==> src/rtl/wb_arbiter2_pkg.sv <==
// Shared types for the two-master Wishbone arbiter: FSM state and counter widths.
package wb_arbiter2_pkg;

    localparam int unsigned OUTST_W = 4;
    localparam int unsigned BURST_W = 8;

    typedef enum logic [1:0] {
        GRANT0 = 2'd0,
        DRAIN0 = 2'd1,
        GRANT1 = 2'd2,
        DRAIN1 = 2'd3
    } arb_state_t;

    // The upper state bit is the owning master.
    function automatic logic state_gnt(arb_state_t st);
        return st[1];
    endfunction

endpackage

==> src/rtl/wb_arbiter2_if.sv <==
// Pipelined Wishbone bundle (stall/ack); dat_m flows master->slave, dat_s slave->master.
interface if_wb;

    logic        cyc;
    logic        stb;
    logic        we;
    logic [15:0] adr;
    logic [15:0] dat_m;
    logic [15:0] dat_s;
    logic        stall;
    logic        ack;

    modport master (output cyc, stb, we, adr, dat_m, input dat_s, stall, ack);
    modport slave (input cyc, stb, we, adr, dat_m, output dat_s, stall, ack);

endinterface

==> src/rtl/wb_outst_counter.sv <==
// Count of accepted-but-unacked Wishbone transactions; acks arriving at zero are stray.
module wb_outst_counter
    import wb_arbiter2_pkg::*;
#(
    parameter int unsigned MAX_OUTST = 4
) (
    input  logic               clk,
    input  logic               reset,
    input  logic               accept,
    input  logic               ack,
    output logic [OUTST_W-1:0] count,
    output logic [OUTST_W-1:0] count_next,
    output logic               full,
    output logic               ack_valid
);

    localparam logic [OUTST_W-1:0] MaxCnt = OUTST_W'(MAX_OUTST);

    logic [OUTST_W-1:0] count_q, count_d;

    assign ack_valid  = ack && (count_q != '0);
    assign full       = (count_q >= MaxCnt);
    assign count      = count_q;
    assign count_next = count_d;

    always_comb begin
        count_d = count_q;
        if (accept && !ack_valid) begin
            count_d = count_q + 1'b1;
        end else if (!accept && ack_valid) begin
            count_d = count_q - 1'b1;
        end
    end

    always_ff @(posedge clk or posedge reset) begin
        if (reset) begin
            count_q <= '0;
        end else begin
            count_q <= count_d;
        end
    end

endmodule

==> src/rtl/wb_arbiter2.sv <==
// Two-master, one-slave pipelined Wishbone arbiter with per-strobe burst limits and a
// drain phase before every hand-over.
module wb_arbiter2
    import wb_arbiter2_pkg::*;
#(
    parameter int unsigned MAX_BURST = 16,
    parameter int unsigned MAX_OUTST = 4
) (
    input  logic clk,
    input  logic reset,
    if_wb.slave  m0,
    if_wb.slave  m1,
    if_wb.master s,
    output logic gnt
);

    localparam logic [BURST_W:0] BurstLim = (BURST_W + 1)'(MAX_BURST);

    arb_state_t         state_q, state_d;
    logic [BURST_W-1:0] burst_q, burst_d;
    logic [BURST_W:0]   burst_sum;
    logic [OUTST_W-1:0] outst, outst_next;
    logic               owner_cyc, owner_stb, other_cyc, draining;
    logic               accept, full, ack_valid;

    assign gnt       = state_gnt(state_q);
    assign draining  = (state_q == DRAIN0) || (state_q == DRAIN1);
    assign owner_cyc = gnt ? m1.cyc : m0.cyc;
    assign owner_stb = gnt ? m1.stb : m0.stb;
    assign other_cyc = gnt ? m0.cyc : m1.cyc;
    assign accept    = s.stb && !s.stall;
    assign burst_sum = {1'b0, burst_q} + {{BURST_W{1'b0}}, accept};

    wb_outst_counter #(
        .MAX_OUTST (MAX_OUTST)
    ) u_outst (
        .clk        (clk),
        .reset      (reset),
        .accept     (accept),
        .ack        (s.ack),
        .count      (outst),
        .count_next (outst_next),
        .full       (full),
        .ack_valid  (ack_valid)
    );

    always_ff @(posedge clk or posedge reset) begin
        if (reset) begin
            state_q <= GRANT0;
            burst_q <= '0;
        end else begin
            state_q <= state_d;
            burst_q <= burst_d;
        end
    end

    always_comb begin
        state_d = state_q;
        unique case (state_q)
            GRANT0, GRANT1: begin
                if (other_cyc) begin
                    // Idle owner with nothing in flight hands over without draining.
                    if (!owner_cyc && (outst == '0)) begin
                        state_d = gnt ? GRANT0 : GRANT1;
                    end else if (!owner_cyc || (burst_sum >= BurstLim)) begin
                        state_d = gnt ? DRAIN1 : DRAIN0;
                    end
                end
            end
            DRAIN0, DRAIN1: begin
                if (!other_cyc) begin
                    state_d = gnt ? GRANT1 : GRANT0;
                end else if (outst_next == '0) begin
                    state_d = gnt ? GRANT0 : GRANT1;
                end
            end
        endcase
    end

    always_comb begin
        burst_d = burst_q;
        if ((state_gnt(state_d) != gnt) || !other_cyc) begin
            burst_d = '0;
        end else if (accept) begin
            burst_d = burst_q + 1'b1;
        end
    end

    always_comb begin
        s.cyc    = 1'b0;
        s.stb    = 1'b0;
        s.we     = gnt ? m1.we : m0.we;
        s.adr    = gnt ? m1.adr : m0.adr;
        s.dat_m  = gnt ? m1.dat_m : m0.dat_m;
        m0.dat_s = s.dat_s;
        m1.dat_s = s.dat_s;
        m0.stall = 1'b1;
        m1.stall = 1'b1;
        m0.ack   = 1'b0;
        m1.ack   = 1'b0;
        if (!reset) begin
            s.cyc = owner_cyc || (draining && (outst != '0));
            s.stb = !draining && owner_cyc && owner_stb && !full;
            if (gnt) begin
                m1.stall = draining || full || s.stall;
                m1.ack   = ack_valid;
            end else begin
                m0.stall = draining || full || s.stall;
                m0.ack   = ack_valid;
            end
        end
    end

endmodule

==> src/flat_wrapper.sv <==
// flat-port wrapper written by rule: the top's interface ports become plain ports
module wb_arbiter2_flat import wb_arbiter2_pkg::*;
#(
    parameter int unsigned MAX_BURST = 16,
    parameter int unsigned MAX_OUTST = 4
)
  (clk, reset, gnt, m0_cyc, m0_stb, m0_we, m0_adr, m0_dat_m, m0_dat_s, m0_stall, m0_ack, m1_cyc, m1_stb, m1_we, m1_adr, m1_dat_m, m1_dat_s, m1_stall, m1_ack, s_cyc, s_stb, s_we, s_adr, s_dat_m, s_dat_s, s_stall, s_ack);
  if_wb m0_i ();
  if_wb m1_i ();
  if_wb s_i ();
  input  logic clk;
  input  logic reset;
  output logic gnt;
  input wire logic [$bits(m0_i.cyc)-1:0] m0_cyc;
  input wire logic [$bits(m0_i.stb)-1:0] m0_stb;
  input wire logic [$bits(m0_i.we)-1:0] m0_we;
  input wire logic [$bits(m0_i.adr)-1:0] m0_adr;
  input wire logic [$bits(m0_i.dat_m)-1:0] m0_dat_m;
  output wire logic [$bits(m0_i.dat_s)-1:0] m0_dat_s;
  output wire logic [$bits(m0_i.stall)-1:0] m0_stall;
  output wire logic [$bits(m0_i.ack)-1:0] m0_ack;
  input wire logic [$bits(m1_i.cyc)-1:0] m1_cyc;
  input wire logic [$bits(m1_i.stb)-1:0] m1_stb;
  input wire logic [$bits(m1_i.we)-1:0] m1_we;
  input wire logic [$bits(m1_i.adr)-1:0] m1_adr;
  input wire logic [$bits(m1_i.dat_m)-1:0] m1_dat_m;
  output wire logic [$bits(m1_i.dat_s)-1:0] m1_dat_s;
  output wire logic [$bits(m1_i.stall)-1:0] m1_stall;
  output wire logic [$bits(m1_i.ack)-1:0] m1_ack;
  output wire logic [$bits(s_i.cyc)-1:0] s_cyc;
  output wire logic [$bits(s_i.stb)-1:0] s_stb;
  output wire logic [$bits(s_i.we)-1:0] s_we;
  output wire logic [$bits(s_i.adr)-1:0] s_adr;
  output wire logic [$bits(s_i.dat_m)-1:0] s_dat_m;
  input wire logic [$bits(s_i.dat_s)-1:0] s_dat_s;
  input wire logic [$bits(s_i.stall)-1:0] s_stall;
  input wire logic [$bits(s_i.ack)-1:0] s_ack;
  assign m0_i.cyc = m0_cyc;
  assign m0_i.stb = m0_stb;
  assign m0_i.we = m0_we;
  assign m0_i.adr = m0_adr;
  assign m0_i.dat_m = m0_dat_m;
  assign m0_dat_s = m0_i.dat_s;
  assign m0_stall = m0_i.stall;
  assign m0_ack = m0_i.ack;
  assign m1_i.cyc = m1_cyc;
  assign m1_i.stb = m1_stb;
  assign m1_i.we = m1_we;
  assign m1_i.adr = m1_adr;
  assign m1_i.dat_m = m1_dat_m;
  assign m1_dat_s = m1_i.dat_s;
  assign m1_stall = m1_i.stall;
  assign m1_ack = m1_i.ack;
  assign s_cyc = s_i.cyc;
  assign s_stb = s_i.stb;
  assign s_we = s_i.we;
  assign s_adr = s_i.adr;
  assign s_dat_m = s_i.dat_m;
  assign s_i.dat_s = s_dat_s;
  assign s_i.stall = s_stall;
  assign s_i.ack = s_ack;
  wb_arbiter2 #(.MAX_BURST(MAX_BURST), .MAX_OUTST(MAX_OUTST)) u_core (.clk(clk), .reset(reset), .m0(m0_i), .m1(m1_i), .s(s_i), .gnt(gnt));
endmodule
==> config.mk <==
export PLATFORM = sky130hd
export DESIGN_NAME = wb_arbiter2_flat
export DESIGN_NICKNAME = d
export VERILOG_FILES = /design/src/rtl/wb_arbiter2_pkg.sv /design/src/rtl/wb_arbiter2_if.sv /design/src/rtl/wb_outst_counter.sv /design/src/rtl/wb_arbiter2.sv /design/src/flat_wrapper.sv
export SDC_FILE = /design/constraint.sdc
export NUM_CORES = 1
export LEC_CHECK = 0
export ABC_AREA = 1
export BUFFER_PORTS_ARGS = -buffer_cell sky130_fd_sc_hd__buf_2
export CAP_MARGIN = 20
export CORE_ASPECT_RATIO = 1.1
export CORE_MARGIN = 4
export CORE_UTILIZATION = 41
export CTS_CLUSTER_SIZE = 10
export DETAILED_ROUTE_END_ITERATION = 16
export PLACE_DENSITY = 0.87
export SETUP_SLACK_MARGIN = 0.2
export SLEW_MARGIN = 20
export SYNTH_ARGS = -nofsm -noshare
export SYNTH_HDL_FRONTEND = slang
export SYNTH_HIERARCHICAL = 1
export SYNTH_SLANG_ARGS = --single-unit
==> constraint.sdc <==
create_clock -name clk -period 5.87 [get_ports clk]
set_input_delay 1.761 -clock clk [delete_from_list [all_inputs] [get_ports clk]]
set_output_delay 1.761 -clock clk [all_outputs]
set_load 0.005 [all_outputs]
== Yosys cells after proc, flatten, opt, wreduce, memory -nomap -nowiden ==
Cells that the tools add are included.
Storage, ports and cells
  bits in registers: 14
  input port bits: 90
  output and inout bits: 72
  logic and storage cells: 76
Cells by class
  add/sub/neg operators: 4
  order comparisons: 2
  equality and inequality tests: 7
  muxes and demuxes: 29
  reduce and logical (&&, ||, !) cells: 30
Operator list (number)
  $mux 16: 2
  $mux 2: 8
  $mux 8: 2
  $mux 1: 14
  $add 8x1->9: 1
  $ge 9x5->1 const B: 1
  $logic_and 1x1->1: 9
  $add 8x1->8 const B: 1
  $logic_not 4->1: 2
  $mux 4: 2
  $logic_not 1->1: 7
  $logic_or 1x1->1: 6
  $add 4x1->4 const B: 1
  $eq 2x2->1 const B: 2
  $ge 4x3->1 const B: 1
  $pmux 2 s2: 1
  $reduce_bool 4->1: 1
  $reduce_or 2->1: 2
  $sub 4x1->4 const B: 1
  $ne 3x1->1 const B: 1
  $ne 3x3->1 const B: 1
  $reduce_and 3->1: 1
  $eq 2x1->1 const B: 1
  $logic_not 2->1: 1
  other kinds (3): 3

== Longest topological paths before layout ==
Gate-level depths: netlist of the first run.
  depth in word-level cells: 19
  depth in mapped cells: 19
  mapped depth without buffers: 19

== Modules after synthesis ==
The synthesis of the first run kept the hierarchy.
By module, submodules not included
  wb_arbiter2: times used 1, cells an instance 268, area an instance 1491.4 um^2, sequential area each 250.2 um^2
  wb_outst_counter: times used 1, cells an instance 45, area an instance 332.8 um^2, sequential area each 100.1 um^2

== Least setup slack after synthesis of the first run ==
Ideal clock, no wire load.
  kind: input-to-output
  start point: input m1_cyc
  end point: output s_cyc
  arrival time: 2255 ps
  required time: 4109 ps
  setup slack: 1854 ps
  stages on the path: 6
  buffers on the path: 0
  path through: inv_2 nand2_1 nand2_2 nand2_2 inv_2 a211oi_1
Between the ends
  word-level cells in the longest chain between the ends: 3
RTL lines
  from (decl): RTL line flat_wrapper.sv:22  | input wire logic [$bits(m1_i.cyc)-1:0] m1_cyc;
  $mux 1: RTL line wb_arbiter2.sv:28  | assign owner_cyc = gnt ? m1.cyc : m0.cyc;
  $logic_or 1x1->1: RTL line wb_arbiter2.sv:102  | s.cyc = owner_cyc || (draining && (outst != '0));
  $mux 1: RTL line wb_arbiter2.sv:101  | if (!reset) begin
  to (decl): RTL line flat_wrapper.sv:30  | output wire logic [$bits(s_i.cyc)-1:0] s_cyc;
No other way between the ends.

== Worst setup path after layout of the first run ==
  start point: input m0_cyc
  end point: output s_cyc
Between the ends
  word-level cells in the longest chain between the ends: 3
RTL lines
  from (decl): RTL line flat_wrapper.sv:14  | input wire logic [$bits(m0_i.cyc)-1:0] m0_cyc;
  $mux 1: RTL line wb_arbiter2.sv:28
  $logic_or 1x1->1: RTL line wb_arbiter2.sv:102
  $mux 1: RTL line wb_arbiter2.sv:101
No other way between the ends.

==> run_results.csv, run 1 <==
group,metric,value,unit
timing,finClkSkew,0.001793,ns
timing,tightestPinTransition,0.6660,ns
layout,final_util,52.20,%
clock_tree,tritoncts,"done",
setup_path,path_max_fanout,5,
layout,layout_common_cells,"nand2_1 (146), buf_2 (113), nand3_1 (23)",
synthesis,synth_cells,313,
drt,ant_nets,0,
synthesis,ys_seq_area_share,19.20,%
clock_tree,cts_max_level,1,
clock_tree,clk_pin_slew,0.06,ns
timing,grt_setup_unrepaired,"false",
layout,drive_gt1_share,35.90,%
timing,post-route-period-util,73.48,%
floorplanning,ios,162,
drt,vias_per_cell,4.739,
setup_path,cp-endpoint,"s_cyc",
setup_path,reg2regPathDepth,15,
floorplanning,dieArea,5582,um2
timing,setup_slack,1.556,ns
floorplanning,die_h,77.96,um
global_routing,grt_antenna_before_repair,0,
synthesis,synth_area_per_cell,5.828,um2
global_routing,grt_util_all_layers,18.26,%
setup_path,crit_buf_inv,4,
layout,regArea,350.3,um2
global_routing,grt_pass1_wl,8390,um
timing,period_needed,4.314,ns
timing,setup_violations,0,
synthesis,synth_top_area_cell,"nand2_1",
clock_tree,ctsResizeCount,0,
setup_path,r2r_start,"u_core/state_q[1]",
global_routing,overflow,0,
setup_path,crit_required,4.11,ns
drt,wl_per_cell,12.15,um
setup_path,cp_slowest_stage_delay,0.18,ns
layout,antenna_cells,0,
setup_path,cp_cell_sequence,"buf_2, inv_1, nand2_1, nand2_2, nand2_2, inv_2, a211oi_1, buf_2",
run_status,outcome,"finished, final reports clean",
placement,dp_hpwl,4337,um
setup_path,crit_arrival,2.55,ns
floorplanning,start_util,42.57,%
timing,setup_tns,0,ns
setup_path,path_class,"in -> out",
clock_tree,cts.sinks,14,
setup_path,crit_cells,8,
setup_path,startpoint,"m0_cyc",
power,peakVddDrop,0.1424,mV
clock_tree,insertion_delay,0.24,ns
drt,dr_total_vias,2104,
clock_tree,root_buffer,"clkbuf_8",
drt,wl,5393,um
clock_tree,numCtsBuffers,3,
min_path,hp-class,"reg -> reg",
synthesis,synth.distinct_cells,30,
floorplanning,fp.coreArea,4285,um2
timing,slew_headroom,55.54,%
setup_path,slowest_stage,"a211oi_1",
clock_tree,cts.path.max_buffers,2,
placement,pre_cts_slack,1.540,ns
power,leakagePower,1.402,nW
synthesis,synth.area.top_cells,"nand2_1 (30%), dfrtp_1 (19%), buf_4 (13%), nand3_1 (6.3%), inv_1 (4.3%)",
power,totalPowerFinal,0.7163,mW
synthesis,syn_nets,408,
global_routing,grt_max_degree,42,
drt,initialDrtViolationCount,135,
placement,place.gp.congestion,0.8078,
clock_tree,post_cts_buffers,0,
synthesis,ys_ff_latch,14,
layout,area_delta_synth_final,22.63,%
run,max_cap_violations,0,
setup_path,reg2reg_setup_slack,2.88,ns
setup_path,path_delay_family,"buffers and inverters",
min_path,hold_path_startpoint,"u_core/burst_q[7]",
clock_tree,cts_hold_buf,0,
setup_path,r2r_end,"u_core/burst_q[0]",
layout,nets,486,
synthesis,ys_warn_count,6,
synthesis,synthesis.area,1824,um2
drt,drt_pass1_iterations,4,
placement,numPortBuffers,113,
setup_path,crit_path_start_kind,"primary input",
synthesis,synth_top_area_share,30.04,%
layout,multiInputGateArea,1086,um2
timing,drv_slew,0,
layout,final_common_cell,"nand2_1",
drt,drc,0,
floorplanning,fp.dieW,71.60,um
timing,fmax,231.8,MHz
power,power.density,320.2,nW/um2
layout,fill_cells,438,
global_routing,grt_pass1_vias,1893,
floorplanning,rows,25,
setup_path,endpoint_kind,"output pin",
timing,hold_violations,0,
-- where the power goes --
| group | internal (mW) | switching (mW) | total, mW |
|---|---|---|---|
| combinational | 0.183 | 0.293 | 0.476 |
| sequential | 0.118 | 0.0297 | 0.148 |
| clock | 0.0593 | 0.0334 | 0.0927 |
| total | 0.360 | 0.356 | 0.716 |
-- Yosys cell counts, drive strengths merged --
cell / number
buf: 34
nand4: 1
dfrtp: 14
nand3: 23
or2: 1
clkbuf: 7
a21boi: 1
ha: 5
nor3: 6
nor2: 18
nor4: 1
inv: 28
a211oi: 1
o21ai: 3
o21a: 1
a21oi: 4
xnor2: 1
nand3b: 4
nand2: 155
xor2: 5
-- worst min-delay path by stage --
stage,cells past startpoint,end
detailed placement,2,u_core/burst_q[7]
floorplan,2,u_core/burst_q[6]
global placement,2,u_core/burst_q[7]
finish,2,u_core/burst_q[7]
global route,2,u_core/burst_q[7]
CTS,2,u_core/burst_q[7]
-- state kept, by name, summed over array words and instances (netlist names) --
register	count
u_core/burst_q	8
u_core/u_outst/count	4
u_core/state_q	2
-- cells by family after synthesis --
kind of cell,count (synthesis),synth area share [%]
compound gates,10,3.841
fa+ha+maj,5,3.429
buf+inv,69,21.26
xor+xnor,6,3.292
flops,14,19.20
simple gates,209,48.97
-- final cells by class --
type	instances	share of cell area [%]
multi-input cells	230	48.55
clock buffers	4	2.461
repair buffers	114	25.62
inverters	28	4.698
flip-flops and latches	14	15.66
well taps	54	3.020
-- worst reg2reg max path, cell delays in order (launching register included) --
cell	delay [ns]
dfrtp_1	0.38
inv_2	0.48
nand2_1	0.11
nand2_1	0.12
nand3_1	0.16
nor2_4	0.38
inv_1	0.08
nand3_1	0.15
nand2_2	0.08
xor2_2	0.18
nor3_1	0.08
nand2_1	0.07
nand2_2	0.06
a21oi_4	0.33
o21ai_1	0.13
nor2_1	0.10
-- through the flow --
step / hold WS, ns / instances / instance area (um2)
after floorplan: 0.4974 / 313 / 1824
after global placement: 0.5124 / 440 / 2182
after detailed placement: 0.5235 / 440 / 2182
after CTS: 0.5387 / 444 / 2237
after global routing: 0.5705 / 444 / 2237
final: 0.5358 / 444 / 2237
-- routing by layer --
metal / track usage (%) / vias up / share of wire (%)
li1: - / 1078 / -
met1: 22.74 / 930 / 40
met2: 30.24 / 83 / 49
met3: 4.275 / 13 / 9.6
met4: 6.767 / 0 / 1.8
met5: 0 / - / 0
Note: power is estimated with default switching activity, not from simulation.
==> run 2: changes to the inputs <==
--- a/config.mk
+++ b/config.mk
@@ -10,10 +10,10 @@
 export CAP_MARGIN = 20
 export CORE_ASPECT_RATIO = 1.1
 export CORE_MARGIN = 4
-export CORE_UTILIZATION = 41
+export CORE_UTILIZATION = 38
 export CTS_CLUSTER_SIZE = 10
 export DETAILED_ROUTE_END_ITERATION = 16
-export PLACE_DENSITY = 0.87
+export PLACE_DENSITY = 0.81
 export SETUP_SLACK_MARGIN = 0.2
 export SLEW_MARGIN = 20
 export SYNTH_ARGS = -nofsm -noshare
==> constraint.sdc (replaced) <==
create_clock -name clk -period 4.5 [get_ports clk]
set_input_delay 1.35 -clock clk [delete_from_list [all_inputs] [get_ports clk]]
set_output_delay 1.35 -clock clk [all_outputs]
set_load 0.005 [all_outputs]
==> run 2 against run 1 <==
Compared with the run above:
- flip-flop and latch count is the same
- routed wire length is 1.3% lower
- register-to-register slack got worse by 1.4 ns
- cell count increased by 0.45%
- first-iteration DRC count increased by 50%
- highest routed layer unchanged
==> run_results.csv, run 2 (synthesis results as in run 1) <==
group,metric,value,unit
placement,dp_hpwl,4224,um
global_routing,grt_pass1_wl,7969,um
floorplanning,start_util,39.21,%
drt,dr_total_vias,2076,
floorplanning,fp.coreArea,4652,um2
floorplanning,ios,162,
clock_tree,numCtsBuffers,3,
global_routing,grt_pass1_vias,1756,
setup_path,crit_path_start_kind,"primary input",
floorplanning,dieArea,5974,um2
global_routing,overflow,0,
clock_tree,cts.sinks,14,
timing,post-route-period-util,77.76,%
placement,place.gp.congestion,0.8756,
layout,regMostFlops,"u_core/burst_q",
drt,wl,5321,um
timing,setup_violations,0,
layout,multiInputGateArea,1086,um2
power,leakagePower,1.402,nW
clock_tree,insertion_delay,0.25,ns
clock_tree,post_cts_buffers,0,
floorplanning,rows,26,
layout,nets,486,
power,totalPowerFinal,0.9353,mW
drt,initialDrtViolationCount,202,
layout,layout_common_cells,"nand2_1 (146), buf_2 (113), nand3_1 (23)",
timing,finClkSkew,0.002245,ns
layout,antenna_cells,0,
setup_path,endpoint_kind,"output pin",
drt,vias_per_cell,4.655,
clock_tree,cts_max_level,1,
setup_path,path_class,"in -> out",
timing,fmax,285.8,MHz
timing,hold_violations,0,
clock_tree,root_buffer,"clkbuf_8",
floorplanning,fp.dieW,74.06,um
setup_path,crit_arrival,2.15,ns
timing,tightestPinTransition,0.6558,ns
placement,numPortBuffers,113,
clock_tree,tritoncts,"done",
run,max_cap_violations,0,
run_status,outcome,"finished, final reports clean",
layout,area_delta_synth_final,22.77,%
clock_tree,cts.path.max_buffers,2,
drt,wl_per_cell,11.93,um
timing,setup_tns,0,ns
timing,period_needed,3.499,ns
clock_tree,ctsResizeCount,0,
power,peakVddDrop,0.1408,mV
layout,drive_gt1_share,35.90,%
setup_path,crit_required,3.15,ns
drt,ant_nets,0,
layout,final_common_cell,"nand2_1",
power,power.density,417.6,nW/um2
drt,drt_pass1_iterations,5,
setup_path,path_max_fanout,5,
floorplanning,die_h,80.67,um
layout,regArea,350.3,um2
clock_tree,cts_hold_buf,0,
global_routing,grt_util_all_layers,16.78,%
global_routing,grt_antenna_before_repair,0,
min_path,hp-class,"reg -> reg",
timing,grt_setup_unrepaired,"false",
drt,drc,0,
global_routing,grt_max_degree,42,
timing,drv_slew,0,
layout,fill_cells,476,
timing,slew_headroom,56.21,%
clock_tree,clk_pin_slew,0.06,ns
layout,largest_reg_flops,8,
==> run 2: cell counts in the layout (fill, tap and decap cells not counted) <==
Identical to the previous run, type by type.
==> run 2: worst max-delay path, stage by stage <==
cell      delay (ns)
buf_2           0.09
inv_1           0.03
nand2_1         0.06
nand2_2         0.11
nand2_2         0.10
inv_2           0.05
a211oi_1        0.19
buf_2           0.16
==> run 2: area by class of cell <==
cell class	count	area share (%)
timing repair buffer	114	25.59
inverter	28	4.693
tap	56	3.128
clock buffer	4	2.458
multi-input combinational	230	48.49
sequential	14	15.64
==> run 2: final timing paths <==
path / slack [ns] / to / start / cells past startpoint
max: 1.00 / s_cyc / m0_cyc / 8
min: 0.54 / u_core/burst_q[6] / u_core/burst_q[6] / 2
max reg2reg: 1.52 / u_core/burst_q[1] / u_core/state_q[1] / 15
min reg2reg: 0.54 / u_core/burst_q[6] / u_core/burst_q[6] / 2
max in group asynchronous: 3.07 / u_core/burst_q[1] / reset / 2
min in group asynchronous: 1.02 / u_core/u_outst/count[0] / reset / 2
==> run 2: metal layers <==
metal	wire, um	vias up	track usage [%]	share of wire (%)
met4	61	0	5.254	1.1
li1	-	1081	-	-
met1	2115	882	21.72	40
met2	2536	103	27.48	48
met3	607	10	3.504	11
met5	0	-	0	0
==> run 2: per-stage QoR <==
stage / utilization [%] / cell area (um2) / std cells / setup slack [ns] / hold slack [ns]
2_1_floorplan: - / 1824 / 313 / 1.306 / 0.4974
3_3_place_gp: 46.96 / 2185 / 442 / 1.007 / 0.5146
3_5_place_dp: 46.96 / 2185 / 442 / 0.9499 / 0.5251
4_1_cts: 48.14 / 2240 / 446 / 1.014 / 0.5390
5_1_grt: 48.14 / 2240 / 446 / 0.8910 / 0.5970
6_report: 48.14 / 2240 / 446 / 1.001 / 0.5415
==> run 2: power by group <==
| group | switching [mW] | internal [mW] |
|---|---|---|
| Clock | 0.0488 | 0.0776 |
| Combinational | 0.379 | 0.238 |
| Sequential | 0.0375 | 0.154 |
